**src/rtl/bus_trace_monitor.sv**
```systemverilog
// Bus trace monitor: snoops PicoRV32 native-bus handshakes into a timestamped, first-word-fall-through trace FIFO.
// Optional macro TRACE_ADDR_WINDOW_EN adds win_lo/win_hi inclusive address-window qualification.
module bus_trace_monitor #(
  parameter int ADDR_W = 32,
  parameter int DATA_W = 32,
  parameter int DEPTH  = 16,
  parameter int TS_W   = 16
) (
  input  logic                     clk,
  input  logic                     resetn,
  input  logic                     mem_valid,
  input  logic                     mem_ready,
  input  logic                     mem_instr,
  input  logic [3:0]               mem_wstrb,
  input  logic [ADDR_W-1:0]        mem_addr,
  input  logic [DATA_W-1:0]        mem_wdata,
  input  logic [DATA_W-1:0]        mem_rdata,
  input  logic                     trap,
  input  logic                     arm,
  input  logic                     disarm,
  input  logic [2:0]               type_mask,
`ifdef TRACE_ADDR_WINDOW_EN
  input  logic [ADDR_W-1:0]        win_lo,
  input  logic [ADDR_W-1:0]        win_hi,
`endif
  output logic                     rec_valid,
  input  logic                     rec_ready,
  output logic [1:0]               rec_type,
  output logic [ADDR_W-1:0]        rec_addr,
  output logic [DATA_W-1:0]        rec_data,
  output logic [TS_W-1:0]          rec_ts,
  output logic [$clog2(DEPTH):0]   level,
  output logic                     overflow,
  output logic [7:0]               drop_cnt,
  output logic                     frozen
);

  localparam int PW = $clog2(DEPTH);
  localparam int RW = 2 + ADDR_W + DATA_W + TS_W;
  localparam logic [PW:0] FULL_LVL = (PW+1)'(DEPTH);

  // ST_MARK is the extra armed cycle used when a transfer and a trap edge coincide.
  typedef enum logic [1:0] {ST_IDLE, ST_ARMED, ST_MARK, ST_FROZEN} state_t;

  state_t            state_q, state_d;
  logic [TS_W-1:0]   ts_q, ts_d;
  logic [ADDR_W-1:0] last_addr_q;
  logic              trap_q;
  logic [PW-1:0]     wptr_q, rptr_q;
  logic [PW:0]       count_q;
  logic              overflow_q;
  logic [7:0]        drop_cnt_q;
  logic [RW-1:0]     mem_q [DEPTH];

  logic              xfer, type_en, in_win, capture, trap_rise;
  logic [1:0]        xtype;
  logic [DATA_W-1:0] xdata;
  logic              push, clear, pop, full, push_ok, drop;
  logic [RW-1:0]     push_rec, head;

  assign xfer      = mem_valid & mem_ready;
  assign trap_rise = trap & ~trap_q;

  always_comb begin
    xtype   = 2'b10;
    type_en = type_mask[2];
    if (mem_instr) begin
      xtype   = 2'b00;
      type_en = type_mask[0];
    end else if (mem_wstrb == 4'b0000) begin
      xtype   = 2'b01;
      type_en = type_mask[1];
    end
  end

  assign xdata = (xtype == 2'b10) ? mem_wdata : mem_rdata;

`ifdef TRACE_ADDR_WINDOW_EN
  assign in_win = (mem_addr >= win_lo) && (mem_addr <= win_hi);
`else
  assign in_win = 1'b1;
`endif

  assign capture = xfer & type_en & in_win;

  always_comb begin
    state_d  = state_q;
    push     = 1'b0;
    push_rec = '0;
    clear    = 1'b0;
    case (state_q)
      ST_ARMED: begin
        if (capture) begin
          push     = 1'b1;
          push_rec = {xtype, mem_addr, xdata, ts_q};
        end
        if (disarm) begin
          state_d = ST_IDLE;
        end else if (trap_rise) begin
          // A coinciding transfer owns this cycle's push; the marker follows next cycle.
          if (xfer) begin
            state_d = ST_MARK;
          end else begin
            push     = 1'b1;
            push_rec = {2'b11, last_addr_q, {DATA_W{1'b0}}, ts_q};
            state_d  = ST_FROZEN;
          end
        end
      end
      ST_MARK: begin
        push     = 1'b1;
        push_rec = {2'b11, last_addr_q, {DATA_W{1'b0}}, ts_q};
        state_d  = disarm ? ST_IDLE : ST_FROZEN;
      end
      ST_FROZEN: begin
        if (disarm) state_d = ST_IDLE;
      end
      default: ;
    endcase
    if (arm) begin
      state_d = ST_ARMED;
      clear   = 1'b1;
    end
  end

  always_comb begin
    ts_d = ts_q;
    if (clear) begin
      ts_d = '0;
    end else if (state_q == ST_ARMED || state_q == ST_MARK) begin
      ts_d = ts_q + 1'b1;
    end
  end

  assign rec_valid = (count_q != '0);
  assign full      = (count_q == FULL_LVL);
  assign pop       = rec_valid & rec_ready & ~clear;
  assign push_ok   = push & ~clear & (~full | pop);
  assign drop      = push & ~clear & full & ~pop;

  always_ff @(posedge clk or negedge resetn) begin
    if (!resetn) begin
      state_q     <= ST_IDLE;
      ts_q        <= '0;
      last_addr_q <= '0;
      trap_q      <= 1'b0;
      wptr_q      <= '0;
      rptr_q      <= '0;
      count_q     <= '0;
      overflow_q  <= 1'b0;
      drop_cnt_q  <= '0;
    end else begin
      state_q <= state_d;
      ts_q    <= ts_d;
      trap_q  <= trap;
      if (xfer) last_addr_q <= mem_addr;
      if (clear) begin
        wptr_q     <= '0;
        rptr_q     <= '0;
        count_q    <= '0;
        overflow_q <= 1'b0;
        drop_cnt_q <= '0;
      end else begin
        if (push_ok) wptr_q <= wptr_q + 1'b1;
        if (pop)     rptr_q <= rptr_q + 1'b1;
        count_q <= count_q + (PW+1)'(push_ok) - (PW+1)'(pop);
        if (drop) begin
          overflow_q <= 1'b1;
          if (drop_cnt_q != 8'hFF) drop_cnt_q <= drop_cnt_q + 8'd1;
        end
      end
    end
  end

  // Storage is not reset; the head is masked while empty so stale entries never leak out.
  always_ff @(posedge clk) begin
    if (push_ok) mem_q[wptr_q] <= push_rec;
  end

  assign head = rec_valid ? mem_q[rptr_q] : '0;
  assign {rec_type, rec_addr, rec_data, rec_ts} = head;

  assign level    = count_q;
  assign overflow = overflow_q;
  assign drop_cnt = drop_cnt_q;
  assign frozen   = (state_q == ST_FROZEN);

endmodule

```
**config.mk**
```make
export PLATFORM = sky130hd
export DESIGN_NAME = bus_trace_monitor
export DESIGN_NICKNAME = d
export VERILOG_FILES = /design/src/rtl/bus_trace_monitor.sv
export SDC_FILE = /design/constraint.sdc
export NUM_CORES = 1
export LEC_CHECK = 0
export CAP_MARGIN = 20
export CORE_MARGIN = 4
export CORE_UTILIZATION = 60
export CTS_CLUSTER_DIAMETER = 150
export CTS_CLUSTER_SIZE = 20
export DETAILED_ROUTE_END_ITERATION = 10
export HOLD_SLACK_MARGIN = 0.12
export PLACE_DENSITY_LB_ADDON = 0.3
export SKIP_LAST_GASP = 1
export SLEW_MARGIN = 20
export SYNTH_ARGS = -nofsm -noshare
export SYNTH_HDL_FRONTEND = slang
export SYNTH_SLANG_ARGS = --single-unit
export TNS_END_PERCENT = 5
```
**constraint.sdc**
```tcl
create_clock -name clk -period 6.14 [get_ports clk]
set_clock_uncertainty 0.1 [all_clocks]
set_input_delay 1.228 -clock clk [delete_from_list [all_inputs] [get_ports clk]]
set_output_delay 1.228 -clock clk [all_outputs]
set_load 0.02 [all_outputs]
```
==> metrics.log, run 1 <==
INFO  metric cts_buffers = 79
INFO  metric pin_count_of_the_biggest_net_entering_global_routing = 85
INFO  metric cts_root_buffer = sky130_fd_sc_hd__clkbuf_16
INFO  metric post_cts.resized_instances = 0
INFO  metric p_seq_frac = 0.490
INFO  metric grt_pass1_wl = 185.1 mm
INFO  metric path_class = register to output port
INFO  metric globalRouteOverflowTotal = 0
INFO  metric postPlaceCellArea = 58320 um2
INFO  metric drt_iter0_markers = between 3000 and 4000
INFO  metric drtAntennaViolNets = 0
INFO  metric route.vias.total = between 20000 and 30000
INFO  metric timing.critical_path.to_type = output port
INFO  metric fin_crit_sh = 0.8516
INFO  metric clock_latency_of_the_later_clocked_register_in_the_worst_skew_pair = 0.66 ns
INFO  metric crit_family = buffers and inverters
INFO  metric slowest_delay = 0.68 ns
INFO  metric synth_seq_area_share = 0.7575
INFO  metric detail_route.first_pass.iterations = 6
INFO  metric fraction_of_the_mapped_netlist_area_in_simple_logic_gates = 0.03520
INFO  metric p_sw_frac = 0.2768
INFO  metric die_span_in_x = 309.2 um
INFO  metric clkSlewWorstSetupHoldPaths = 0.09 ns
INFO  metric post-route-cell-area = ~60000 um2
INFO  metric grt_use_total = 0.2671
INFO  metric post_synth_mux_area_share = 0.1711
INFO  metric netSwitchingPower = 6.080 mW
INFO  metric worst-endpoint-arrival = 3.90 ns
INFO  metric timing.critical_path.slowest_stage_cell = sky130_fd_sc_hd__dfrtp_4
INFO  metric synthesis.yosys.warnings = 0
INFO  metric register_bit_count_reported_by_yosys = 1385
INFO  metric placed_cells = around 3800
INFO  metric comb_power_share = 0.269
INFO  metric r2r_slack = 1.79 ns
INFO  metric post_synth.cell_area_avg = 21.91 um2
INFO  metric synth_compound_gate_area_share = 0.01366
INFO  metric io_buffer_count = 209
INFO  metric post_cts_buffers = 0
INFO  metric top_reg_cell_synth = sky130_fd_sc_hd__edfxtp_1
INFO  metric die_area = 95590 um2
INFO  metric leading_cell_type_in_the_layout_fill_and_taps_excluded = sky130_fd_sc_hd__edfxtp_1
INFO  metric worst-r2r-cell-count = 16
INFO  metric hold_path.class = register to register
INFO  metric synthesis.instances = 2484
INFO  metric ys_async_sr_fraction = 0.05271
INFO  metric drive_above_1_share = 0.2336
INFO  metric floorplan.core_area = 90010 um2
INFO  metric cts-root-to-sink-buffers = 3
INFO  metric ios = 210
INFO  metric synth_xor_area_frac = 0.003058
INFO  metric count_of_clock_tree_sinks = 1385
INFO  metric cell_internal_pwr = between 15 and 20 mW
INFO  metric first_global_vias = around 28000
INFO  metric cts_hold_repair.buffers = 0
INFO  metric period_minus_slack = 5.229 ns
INFO  metric areaGrowthSynthToFinish = 11.34%
INFO  metric power.static_leakage = between 15 and 20 nW
INFO  metric worst-path-stages = 6
INFO  metric floorplan.rows = 110
INFO  metric initial_core_util = 0.6046
INFO  metric most-common-layout-cells = sky130_fd_sc_hd__edfxtp_1 (1312), sky130_fd_sc_hd__mux4_2 (410), sky130_fd_sc_hd__clkdlybuf4s50_1 (207)
INFO  metric worst_r2r_endpoint = level[4]$_DFF_PN0_
INFO  metric combined_buffer_and_inverter_count_along_the_critical_path = 3
INFO  metric finish.utilization = 0.6732
INFO  metric final_hold_viol_count = 0
INFO  metric nets = about 2800
INFO  metric crit_path_cell_trace = buf_4 -> buf_12 -> mux4_2 -> mux4_2 -> and2_1 -> clkdlybuf4s50_1
INFO  metric vdd_ir_drop_max = about 350 uV
INFO  metric reg2reg_from = level[2]$_DFF_PN0_
INFO  metric post-route-drc-count = 0
INFO  metric fin_setup_tns = 0 ns
INFO  metric drv.max_cap_violation_count = 0
INFO  metric postSynthNetCount = between 2000 and 3000
INFO  metric chipHeight = 309.2 um
INFO  metric synthDistinctLibCells = 54
INFO  metric setup_viol = 0
INFO  metric yosys.area_share.adder = 0.004046
INFO  metric detail_route.wl_per_cell = 31.62 um
INFO  metric gp_congestion = 0.7790
INFO  metric power.density_cell_area = between 300 and 400 nW/um2
INFO  metric drt-vias-per-instance = about 6.7
INFO  metric setup_repair_after_global_routing_missed_its_margin = no
INFO  metric cts_max_level = 3
INFO  metric layoutNonFillerInstCount = 3928
INFO  metric critical_path_required = between 4 and 5 ns
INFO  metric slew_headroom = 0.3026
INFO  metric insertedDiodeCount = 0
INFO  metric drt_wl_total = 124.2 mm
INFO  metric outcome = complete, no violations
INFO  metric fmaxAchievable = ~190 MHz
INFO  metric worstMarginPinSlew = 1.046 ns
INFO  metric antenna_violations_before_repair = 3
INFO  metric crit_path_frequent_cell = sky130_fd_sc_hd__mux4_2
INFO  metric dominant_combinational_cell_family_by_area_after_synthesis = multiplexers
INFO  metric number_of_enable_flip_flop_cells_after_synthesis = 1312
INFO  metric clock_tree_from_tritoncts = yes
INFO  metric num-fill-cells = 5532
INFO  metric p_clk_frac = 0.241
INFO  metric timing.critical_path.to = rec_type[0]
INFO  metric final-seq-area = 41240 um2
INFO  metric start_kind = register
INFO  metric worst-path-max-fanout = 45
INFO  metric worstSetupStartpoint = rptr_q[0]$_DFFE_PN0P_
INFO  metric hpwlAfterDp = approximately 69 mm
INFO  metric mappedNetlistArea = 54420 um2
INFO  metric multiInputGateArea = 12550 um2
INFO  metric maxSlewViolCount = 0
-- worst register-to-register path, cell delays in order, from the launching register on --
cell and delay, ns:
sky130_fd_sc_hd__dfrtp_1 0.43, sky130_fd_sc_hd__inv_1 0.10, sky130_fd_sc_hd__ha_1 0.15, sky130_fd_sc_hd__nor3b_1 0.48
sky130_fd_sc_hd__nand2b_4 0.58, sky130_fd_sc_hd__buf_4 0.52, sky130_fd_sc_hd__nand2_1 0.25, sky130_fd_sc_hd__nor2_1 0.07
sky130_fd_sc_hd__ha_1 0.30, sky130_fd_sc_hd__inv_1 0.05, sky130_fd_sc_hd__ha_1 0.21, sky130_fd_sc_hd__fa_1 0.43
sky130_fd_sc_hd__a21oi_1 0.19, sky130_fd_sc_hd__nor2_1 0.05, sky130_fd_sc_hd__nor2_1 0.12, sky130_fd_sc_hd__xnor2_1 0.13
sky130_fd_sc_hd__nor2_1 0.06
-- synth_stat cells, drive strengths merged (6+ instances only) --
library cell / number / share of area
nand2: 171 / 0.012
a32o: 32 / 0.0059
a21oi: 49 / 0.0045
nand2b: 6 / 0.00083
buf: 68 / 0.0095
dfrtp: 73 / 0.034
nor3: 7 / 0.00085
clkbuf: 71 / 0.0049
and2: 101 / 0.012
nand3: 12 / 0.0011
mux4: 410 / 0.17
xnor2: 11 / 0.0018
o21ai: 8 / 0.00080
nor2b: 10 / 0.0011
xor2: 8 / 0.0013
nor2: 40 / 0.0028
edfxtp: 1312 / 0.72
and3: 20 / 0.0023
ha: 16 / 0.0037
inv: 15 / 0.0010
-- through the flow --
stage	setup WS (ns)	hold WS, ns	power [mW]
2_1_floorplan	0.9611	0.3460	14.97
3_3_place_gp	0.8901	0.3569	16.84
3_5_place_dp	0.9658	0.3639	16.94
4_1_cts	0.8166	0.3881	22.15
5_1_grt	0.6971	0.4046	22.85
6_report	0.9112	0.3877	21.96
-- state kept, by name, summed over array words and instances (netlist names) --
name	cells
overflow	1
mem_q	1312
trap_q	1
state_q	2
drop_cnt	8
last_addr_q	32
wptr_q	4
ts_q	16
rptr_q	4
level	5
-- logic make-up (layout without fill, tap and decap cells) --
family          count (synthesis)  count (layout)
mux                           417             417
fa+ha+maj                      17              17
compound gates                105             105
xor+xnor                       19              19
buf+inv                       154             422
flops                        1385            1385
simple gates                  387             387
-- power by group through the flow --
stage | logic (mW) | clock network (mW) | registers (mW)
2_1_floorplan | 4.07 | 0 | 10.9
3_3_place_gp | 5.87 | 0 | 11.0
3_5_place_dp | 5.96 | 0 | 11.0
4_1_cts | 6.00 | 5.37 | 10.8
5_1_grt | 6.30 | 5.77 | 10.8
6_report | 5.90 | 5.29 | 10.8
-- worst min path at each step --
stage	from	end	cells past startpoint
2_1_floorplan	last_addr_q[0]$_DFFE_PN0N_	last_addr_q[0]$_DFFE_PN0N_	2
3_3_place_gp	last_addr_q[27]$_DFFE_PN0N_	last_addr_q[27]$_DFFE_PN0N_	2
3_5_place_dp	last_addr_q[2]$_DFFE_PN0N_	last_addr_q[2]$_DFFE_PN0N_	2
4_1_cts	last_addr_q[27]$_DFFE_PN0N_	last_addr_q[27]$_DFFE_PN0N_	2
5_1_grt	last_addr_q[2]$_DFFE_PN0N_	last_addr_q[2]$_DFFE_PN0N_	2
6_report	last_addr_q[20]$_DFFE_PN0N_	last_addr_q[20]$_DFFE_PN0N_	2
-- cell type report --
cell class | count | area share
Sequential cell | 1385 | 0.6806
Clock buffer | 106 | 0.03430
Inverter | 15 | 0.0009292
Clock inverter | 9 | 0.001735
Tap cell | 1176 | 0.02428
Multi-Input combinational cell | 945 | 0.2071
Timing Repair Buffer | 292 | 0.05104
-- routing by layer --
metal,wire (um),global-route usage
met1,46250,0.3831
met2,63040,0.4389
met3,11720,0.04656
met4,3189,0.06986
met5,13,0
No activity file was read; power rests on OpenSTA's default activity.
==> run 2: changes to the inputs <==
Settings changed: CORE_MARGIN 4 to 2, HOLD_SLACK_MARGIN 0.12 to 0.06.
==> metrics.log, run 2 (same netlist as run 1, synthesis figures left out) <==
INFO  metric maxSlewViolCount = 0
INFO  metric drv.max_cap_violation_count = 0
INFO  metric post_cts_buffers = 0
INFO  metric die_span_in_x = 305.2 um
INFO  metric die_area = slightly above 90000 um2
INFO  metric slew_headroom = 0.2461
INFO  metric multiInputGateArea = 12570 um2
INFO  metric fin_ws = 0.8902 ns
INFO  metric insertedDiodeCount = 0
INFO  metric io_buffer_count = 209
INFO  metric cts_buffers = 79
INFO  metric placement.setup.worst_slack = 0.9814 ns
INFO  metric worstMarginPinSlew = 1.131 ns
INFO  metric worst-path-max-fanout = 63
INFO  metric crit_path_cell_trace = buf_12 -> mux4_2 -> mux4_2 -> and2_1 -> clkdlybuf4s50_1
INFO  metric flip_flop_count_of_the_largest_register_after_layout = 1312
INFO  metric timing.critical_path.to_type = output port
INFO  metric power.density_cell_area = 363.8 nW/um2
INFO  metric top_regs = mem_q x1312, last_addr_q x32, ts_q x16
INFO  metric fin_crit_sh = 0.8550
INFO  metric worst_r2r_endpoint = level[4]$_DFF_PN0_
INFO  metric areaGrowthSynthToFinish = 11.50%
INFO  metric route.vias.total = 26276
INFO  metric cts-root-to-sink-buffers = 3
INFO  metric power.static_leakage = 19.22 nW
INFO  metric outcome = complete, no violations
INFO  metric reg2reg_from = level[2]$_DFF_PN0_
INFO  metric gp_congestion = 0.7864
INFO  metric ios = 210
INFO  metric first_global_vias = 27471
INFO  metric initial_core_util = 0.6046
INFO  metric grt_use_total = 0.2705
INFO  metric globalRouteOverflowTotal = 0
INFO  metric timing.critical_path.slowest_stage_cell = sky130_fd_sc_hd__dfrtp_4
INFO  metric detail_route.wl_per_cell = 31.55 um
INFO  metric clock_latency_of_the_later_clocked_register_in_the_worst_skew_pair = between 0.6 and 0.7 ns
INFO  metric cts_root_buffer = sky130_fd_sc_hd__clkbuf_16
INFO  metric final-seq-area = 41240 um2
INFO  metric cts_max_level = 3
INFO  metric post-route-drc-count = 0
INFO  metric post-route-cell-area = around 60000 um2
INFO  metric critical_path_required = 4.81 ns
INFO  metric drt_wl_total = 124.2 mm
INFO  metric clock_tree_from_tritoncts = yes
INFO  metric drive_above_1_share = 0.2334
INFO  metric detail_route.first_pass.iterations = 6
INFO  metric setup_repair_after_global_routing_missed_its_margin = no
INFO  metric hpwlAfterDp = roughly 70 mm
INFO  metric most-common-layout-cells = sky130_fd_sc_hd__edfxtp_1 (1312), sky130_fd_sc_hd__mux4_2 (410), sky130_fd_sc_hd__clkdlybuf4s50_1 (207)
INFO  metric fin_setup_tns = 0 ns
INFO  metric path_class = register to output port
INFO  metric count_of_clock_tree_sinks = 1385
INFO  metric setup_viol = 0
INFO  metric hold_path.class = input pin to async pin
INFO  metric floorplan.core_area = about 90000 um2
INFO  metric postPlaceCellArea = 58300 um2
INFO  metric crit_path_frequent_cell = sky130_fd_sc_hd__mux4_2
INFO  metric start_kind = register
INFO  metric r2r_slack = 1.89 ns
INFO  metric clkSlewWorstSetupHoldPaths = 0.09 ns
INFO  metric fmaxAchievable = 190.5 MHz
INFO  metric drt_iter0_markers = 3057
INFO  metric largest-register = mem_q
INFO  metric nets = about 2800
INFO  metric antenna_violations_before_repair = 1
INFO  metric post_cts.resized_instances = 0
INFO  metric worst-endpoint-arrival = just under 4 ns
INFO  metric floorplan.rows = 110
INFO  metric pin_count_of_the_biggest_net_entering_global_routing = about 70
INFO  metric period_minus_slack = ~5.2 ns
INFO  metric final_hold_viol_count = 0
INFO  metric finish.utilization = 0.6742
INFO  metric num-fill-cells = 5440
INFO  metric vdd_ir_drop_max = 278.7 uV
INFO  metric drtAntennaViolNets = 0
INFO  metric worst-r2r-cell-count = 15
INFO  metric chipHeight = between 300 and 400 um
INFO  metric cts_hold_repair.buffers = 0
INFO  metric slowest_delay = 0.86 ns
INFO  metric leading_cell_type_in_the_layout_fill_and_taps_excluded = sky130_fd_sc_hd__edfxtp_1
INFO  metric drt-vias-per-instance = approximately 6.7
INFO  metric grt_pass1_wl = 182.9 mm
## run 2: changes by cell type in the layout (fill, tap and decap cells not counted), moves of 2 or more
cell	change
sky130_fd_sc_hd__clkbuf_16	+5
sky130_fd_sc_hd__clkbuf_1	+10
sky130_fd_sc_hd__a21oi_1	-4
sky130_fd_sc_hd__inv_6	-4
sky130_fd_sc_hd__a21oi_2	+4
sky130_fd_sc_hd__inv_16	-2
## run 2: through the flow
step	cells	power [mW]	hold WS, ns
after floorplan	2484	14.97	0.3460
after global placement	3811	16.82	0.3575
after detailed placement	3811	16.94	0.3629
after CTS	3935	22.24	0.2944
after global routing	3935	22.82	0.3109
final	3935	22.08	0.3224
## run 2: layout make-up
type / instances / share of cell area
inverter: 15 / 0.0009278
clock inverter: 3 / 0.0006804
tap: 1176 / 0.02425
multi-input combinational: 945 / 0.2071
sequential: 1385 / 0.6796
timing repair buffer: 290 / 0.05056
clock buffer: 121 / 0.03693
## run 2: layer usage
metal / share of wire / routed length [um] / track usage
met4: 0.025 / 3109 / 0.07332
met1: 0.37 / 46040 / 0.3735
met3: 0.086 / 10670 / 0.03508
met5: 0 / 0 / 0
met2: 0.52 / 64350 / 0.4643
## run 2: worst max-delay path by stage
| stage | start | to | cells after the start |
|---|---|---|---|
| 2_1_floorplan | mem_wstrb[1] | mem_q[11][0]$_DFFE_PP_ | 6 |
| 3_3_place_gp | mem_instr | level[4]$_DFF_PN0_ | 16 |
| 3_5_place_dp | mem_instr | level[4]$_DFF_PN0_ | 16 |
| 4_1_cts | level[2]$_DFF_PN0_ | rec_addr[31] | 7 |
| 5_1_grt | level[2]$_DFF_PN0_ | rec_addr[31] | 7 |
| 6_report | rptr_q[0]$_DFFE_PN0P_ | rec_type[1] | 5 |
## run 2: report_power, final
part | switching [mW] | internal, mW | leakage (nW)
clock | 2.85 | 2.53 | 1.10
combinational | 3.01 | 2.87 | 4.83
sequential | 0.190 | 10.6 | 13.3
## run 2: critical path, delay by kind of cell, from the launching register on
family / cells / cell delay [ns]
and+or+nand+nor: 1 / 0.19
buffers and inverters: 2 / 0.99
DFF: 1 / 0.86
muxes: 2 / 1.14
